File: src/rtl/sdf_butterfly.sv
// Radix-2 single-path delay-feedback butterfly stage: pairs x[k] with x[k+H] through an H-deep delay memory.
// Optional build macro SDF_BFLY_ROUND_EN selects round-half-up scaling with positive saturation.
module sdf_butterfly #(
    parameter int DBW = 8,
    parameter int CBW = 3
) (
    input  logic             clk,
    input  logic             clear,
    input  logic [2*DBW-1:0] din,
    output logic [2*DBW-1:0] dout,
    output logic             dout_valid,
    output logic             dout_first
);

    localparam int H = 2 ** (CBW - 1);

    logic [CBW-1:0]   cnt;
    logic             primed;
    logic [2*DBW-1:0] mem [H];

    logic [CBW-2:0]   idx;
    logic             phase_b;
    logic [2*DBW-1:0] mem_rd;

    logic signed [DBW:0] a_re, a_im, b_re, b_im;
    logic [2*DBW-1:0]    sum_out, dif_out;

    assign idx     = cnt[CBW-2:0];
    assign phase_b = cnt[CBW-1];
    assign mem_rd  = mem[idx];

    assign a_re = {mem_rd[2*DBW-1], mem_rd[2*DBW-1:DBW]};
    assign a_im = {mem_rd[DBW-1],   mem_rd[DBW-1:0]};
    assign b_re = {din[2*DBW-1],    din[2*DBW-1:DBW]};
    assign b_im = {din[DBW-1],      din[DBW-1:0]};

`ifdef SDF_BFLY_ROUND_EN
    localparam logic signed [DBW+1:0] MAX_POS = (2 ** (DBW - 1)) - 1;

    // Round half up in DBW+2 bits; only the positive side can exceed DBW bits.
    function automatic logic [DBW-1:0] scale(input logic signed [DBW:0] v);
        logic signed [DBW+1:0] w;
        w = {v[DBW], v} + {{(DBW+1){1'b0}}, 1'b1};
        w = w >>> 1;
        return (w > MAX_POS) ? MAX_POS[DBW-1:0] : DBW'(w);
    endfunction
`else
    function automatic logic [DBW-1:0] scale(input logic signed [DBW:0] v);
        return DBW'(v >>> 1);
    endfunction
`endif

    always_comb begin
        sum_out = {scale(a_re + b_re), scale(a_im + b_im)};
        dif_out = {scale(a_re - b_re), scale(a_im - b_im)};
    end

    // The delay line holds raw x[k] in phase A and the pending difference in phase B.
    always_ff @(posedge clk) begin
        if (!clear) begin
            mem[idx] <= phase_b ? dif_out : din;
        end
    end

    always_ff @(posedge clk) begin
        if (clear) begin
            cnt        <= '0;
            primed     <= 1'b0;
            dout       <= '0;
            dout_valid <= 1'b0;
            dout_first <= 1'b0;
        end else begin
            cnt <= cnt + CBW'(1);
            if (&cnt) begin
                primed <= 1'b1;
            end
            if (phase_b) begin
                dout       <= sum_out;
                dout_valid <= 1'b1;
                dout_first <= (idx == '0);
            end else begin
                dout       <= primed ? mem_rd : '0;
                dout_first <= 1'b0;
            end
        end
    end

endmodule
File: config.mk
export PLATFORM = sky130hd
export DESIGN_NAME = sdf_butterfly
export DESIGN_NICKNAME = d
export VERILOG_FILES = /design/src/rtl/sdf_butterfly.sv
export SDC_FILE = /design/constraint.sdc
export NUM_CORES = 1
export LEC_CHECK = 0
export BUFFER_PORTS_ARGS = -buffer_cell sky130_fd_sc_hd__buf_4
export CORE_MARGIN = 2
export CORE_UTILIZATION = 54
export CTS_CLUSTER_DIAMETER = 80
export CTS_CLUSTER_SIZE = 14
export DETAILED_ROUTE_END_ITERATION = 10
export GPL_ROUTABILITY_DRIVEN = 0
export PLACE_DENSITY = 0.76
export SETUP_SLACK_MARGIN = 0.3
export SYNTH_ARGS = -nofsm -noshare
export SYNTH_HDL_FRONTEND = slang
export SYNTH_SLANG_ARGS = --single-unit
File: constraint.sdc
create_clock -name clk -period 3.5 [get_ports clk]
set_clock_uncertainty 0.05 [all_clocks]
set_input_delay 0.175 -clock clk [delete_from_list [all_inputs] [get_ports clk]]
set_output_delay 0.175 -clock clk [all_outputs]
set_load 0.1 [all_outputs]
**Yosys cells after proc, flatten, opt, wreduce, memory -nomap -nowiden**

Memories as Yosys holds them, arrays and structs flattened. A register that Yosys moved wholly into a read port is not among the register bits.
Cells that the tools add are included.

- Flip-flop bits (word level): 22
- Latch bits: 0
- Bits in writable memories: 64
- Memory bits (read-only): 0
- Bits of input ports: 18
- Output and inout port bits: 18
- Logic and storage cells: 20
- Memories kept: 1

- $add $sub $neg: 5
- $mul: 0
- Divide/modulo/power cells: 0
- Magnitude comparators: 0
- Equality and inequality tests: 0
- Shift operators: 0
- Muxes and demuxes: 5
- Bitwise logic cells: 1
- Reductions and logical operators: 3

Memories:

| name | depth | width | rd ports | clocked after Yosys merged registers in | write ports | line | text |
|---|---|---|---|---|---|---|---|
| mem | 4 | 16 | 1 | 1 | 1 | 19 | `logic [2*DBW-1:0] mem [H];` |

Operators by type and width:

| cell | number |
|---|---|
| $mux 16 | 3 |
| $add 8x8->9 | 2 |
| $sub 8x8->9 | 2 |
| $add 3x1->3 const B | 1 |
| $reduce_and 3->1 | 1 |
| $logic_not 2->1 | 1 |
| $mux 2 | 1 |
| $reduce_or 2->1 | 1 |
| $mux 1 | 1 |
| $not 1->1 | 1 |

**Logic depth before layout (Yosys ltp)**

- Word-level depth: 2
- Mapped depth: 11
- Gate-level depth less buffers: 9

**Worst setup path before layout**

Ideal clock, no wire load.

- Path type: register to register
- Start point: register, netlist name cnt[0]
- End point: memory mem[0][14] (netlist bit) (data pin)
- Library setup time: 190 ps
- Arrival: 3227 ps
- Required time: 3260 ps
- Path slack: 33 ps
- Stages on the path, launching flop included: 11
- Path buffers: 3
- Clock period less this slack: 3467 ps
- Cell sequence: dfxtp_1 -> buf_6 -> buf_1 -> mux4_2 -> ha_1 -> clkbuf_1 -> a21o_1 -> a31o_4 -> a31oi_4 -> or4b_1 -> o211ai_1

RTL lines:

| what | line |
|---|---|
| end, declared | 19 |

==> impl_metrics.yaml <==
logic_synthesis:
  ys_ff_latch: 86
  yosysSeqAreaShare_pct: 51.14
  dominantRegCellSynth: "edfxtp_1"
  synth_cells: 376
  syn_area_mm2: 0.004619
  synthDistinctLibCells: 48
  synth.avg_cell_area_um2: 12.29
  synth_warnings: 0
  async_flop_share_pct: 0
  synth_edf_count: 64
  syn-num-nets: 435
sta:
  hold_violations: 0
  post-route-min-period_ns: 3.066
  drv_slew: 0
  slew_headroom_pct: 26.31
  setup-tns-final_ns: 0
  worst-slew-pin-transition_ns: 1.103
  fmax_mhz: 326.2
  finalCritPeriodShare_pct: 87.60
  finalSetupViolCount: 0
  rsz0062_at_grt: "true"
pwr:
  vdd_ir_drop_max_uv: 232.3
  p_sw_uw: 769.8
  p_leak_nw: 2.048
  seqPwrFrac_pct: 46.5
  p_clk_share_pct: 27.3
  swShare_pct: 30.51
  power_frac_comb_pct: 26.1
  internal-power_mw: 1.754
  powerDensity_mw_per_mm2: 481.3
detailed_routing:
  post-route-drc-count: 0
  vias: 2986
  wl_um: 8874
  wl_per_cell_um: 16.90
  drtAntennaViolNets: 0
  drtIter0Drc: 165
  vias_per_cell: 5.688
  drtPass1Iterations: 4
die:
  die_h_um: 96.49
  initial_core_util_pct: 55.94
  die_x_um: 96.49
  placementRows: 33
  die-area_mm2: 0.009310
  core_region_area_mm2: 0.008258
  io_pins: 36
cells_and_area:
  final_nets: 475
  syn_to_final_growth_pct: 13.49
  drive_gt1_share_pct: 19.29
  final_cells: 525
  antenna_cells: 0
hold_path:
  hold_path_class: "in2reg"
  holdPathStages: 2
  min_from: "clear"
  hold_end: "cnt[0]"
cts:
  clock_insertion_delay_worst_skew_ns: 0.36
  cts_root_buf: "clkbuf_8"
  clkSinkCount: 86
  cts_tree: "built"
  cts-buffers-inserted: 9
  cts_max_path_buffers: 2
  htreeDepth: 3
  clk_pin_slew_ns: 0.09
  cts_hold_buf: 0
grt:
  globalRouteOverflowTotal: 0
  grt_pass1_vias: 2775
  grt_pass1_wl_um: 14060
  antenna_found_initial: 0
  grt_max_degree: 38
  track_usage_pct: 20.65
status:
  status: "finished clean"
setup_path:
  cp_max_fo: 8
  cp_data_required_time_ns: 3.65
  worstPathArrival_ns: 3.22
  reg2reg_from: "cnt[0]"
  endpoint_kind: "flop"
  reg2reg_depth: 9
  reg2reg_to: "mem[2][7]"
  r2r_slack_ns: 0.43
  start_kind: "flop"
  crit_type: "reg2reg"
placement:
  dp.cells: 510
  numPortBuffers: 35
  hpwl_um: 6541
run:
  maxCapViolations: 0
[logic make-up after synthesis]
group	after synthesis	share of synthesized area, %
xor gates and xnor gates	18	3.413
AOI/OAI and AO/OA	75	10.83
buffers and inverters	46	3.900
DFF	86	51.14
and+or+nand+nor	88	9.344
muxes	22	9.615
adders and majority gates	41	11.76
[registers in the layout, indices dropped and copies added, names as in the netlist]
name        cells
dout_first      1
primed          1
dout           16
cnt             3
mem            64
dout_valid      1
[layout by cell type (no fill, tap or decap), drive strengths merged, types with 2 or more instances in the layout]
cell	count
o311ai	2
nand2	23
edfxtp	64
inv	32
xor2	3
o21ai	19
a22oi	6
mux2i	5
buf	45
clkinvlp	3
a211oi	2
nor3	3
nand3b	2
a21oi	19
nor2	30
fa	4
xnor2	15
a31oi	6
mux4	16
and2	2
dfxtp	22
nor2b	13
a21o	5
o21bai	4
clkbuf	9
ha	37
nand2b	9
nor4	2
[through the flow]
stage / util [%] / instance area, um^2 / power, mW / setup slack, ns / hold WS [ns]
floorplan: - / 4623 / 1.687 / 0.3018 / 0.3693
global placement: 60.80 / 5021 / 1.820 / 0.3303 / 0.4046
detailed placement: 60.80 / 5021 / 1.839 / 0.2168 / 0.4148
CTS: 63.20 / 5219 / 2.527 / 0.3260 / 0.08313
global route: 63.48 / 5243 / 2.654 / 0.2878 / 0.09417
finish: 63.48 / 5243 / 2.523 / 0.4342 / 0.09531
[power groups by stage]
stage / registers, mW / clock network (mW) / logic [mW]
2_1_floorplan: 1.24 / 0 / 0.450
3_5_place_dp: 1.20 / 0 / 0.642
3_3_place_gp: 1.19 / 0 / 0.625
6_report: 1.17 / 0.690 / 0.660
4_1_cts: 1.17 / 0.705 / 0.648
5_1_grt: 1.18 / 0.750 / 0.725
[synth_stat cells (2+ instances only)]
cell type	number	share of area, %
and2_1	2	0.27
a22oi_1	6	0.98
nand3b_1	2	0.32
a21o_1	5	0.81
mux4_1	6	3.4
fa_1	4	1.7
nor2_1	30	2.4
mux4_2	10	4.9
mux2i_1	5	1.1
nand2_1	23	1.9
o311ai_0	2	0.38
xor2_1	3	0.57
a211oi_1	2	0.32
inv_1	30	2.4
a31oi_1	5	0.68
ha_1	37	10
nor3_1	3	0.32
buf_1	3	0.24
dfxtp_1	22	9.5
o21bai_1	4	0.65
xnor2_1	15	2.8
nor4_1	2	0.27
o21ai_0	19	2.1
edfxtp_1	64	42
clkbuf_1	12	0.98
nand2b_1	8	1.1
a21oi_1	19	2.1
nor2b_1	13	1.8
[final cells by class]
type	count	area, um^2
Multi-Input combinational cell	244	2100
Inverter	30	112.6
Clock buffer	9	123.9
Fill cell	611	3015
Tap cell	105	131.4
Sequential cell	86	2364
Timing Repair Buffer	45	341.6
Clock inverter	6	70.07
[routing by layer]
metal  global-route usage, %  part of all wire, %  vias up
met5                       0                    0        -
met4                   5.634                  1.1        0
met3                   5.353                  4.4        6
met2                   31.42                   47       77
met1                   29.56                   48     1465
li1                        -                    -     1438
[worst max-delay path, stage by stage (launching register included)]
cell and delay (ns):
dfxtp_1 0.35, buf_4 0.21, mux4_2 0.58, ha_1 0.37
nor2b_1 0.16, o21a_1 0.18, o21ai_1 0.21, a21oi_1 0.13
or4_1 0.46, a31oi_4 0.22
[timing repair]
action                                  CTS  global route
gates cloned                              0             0
pin swaps                                 0             1
setup buffers                             0             0
endpoints found under the setup margin    8            20
resized for setup                         3             7
[worst max-delay path by stage]
stage / startpoint / depth (start not counted) / end / slack (ns)
3_3_place_gp: cnt[1] / 8 / mem[1][7] / 0.33
4_1_cts: cnt[0] / 9 / mem[3][15] / 0.33
5_1_grt: cnt[0] / 9 / mem[1][7] / 0.29
2_1_floorplan: cnt[1] / 10 / mem[0][14] / 0.30
3_5_place_dp: cnt[1] / 8 / mem[3][7] / 0.22
6_report: cnt[0] / 9 / mem[2][7] / 0.43
(Power assumes the default switching activity.)
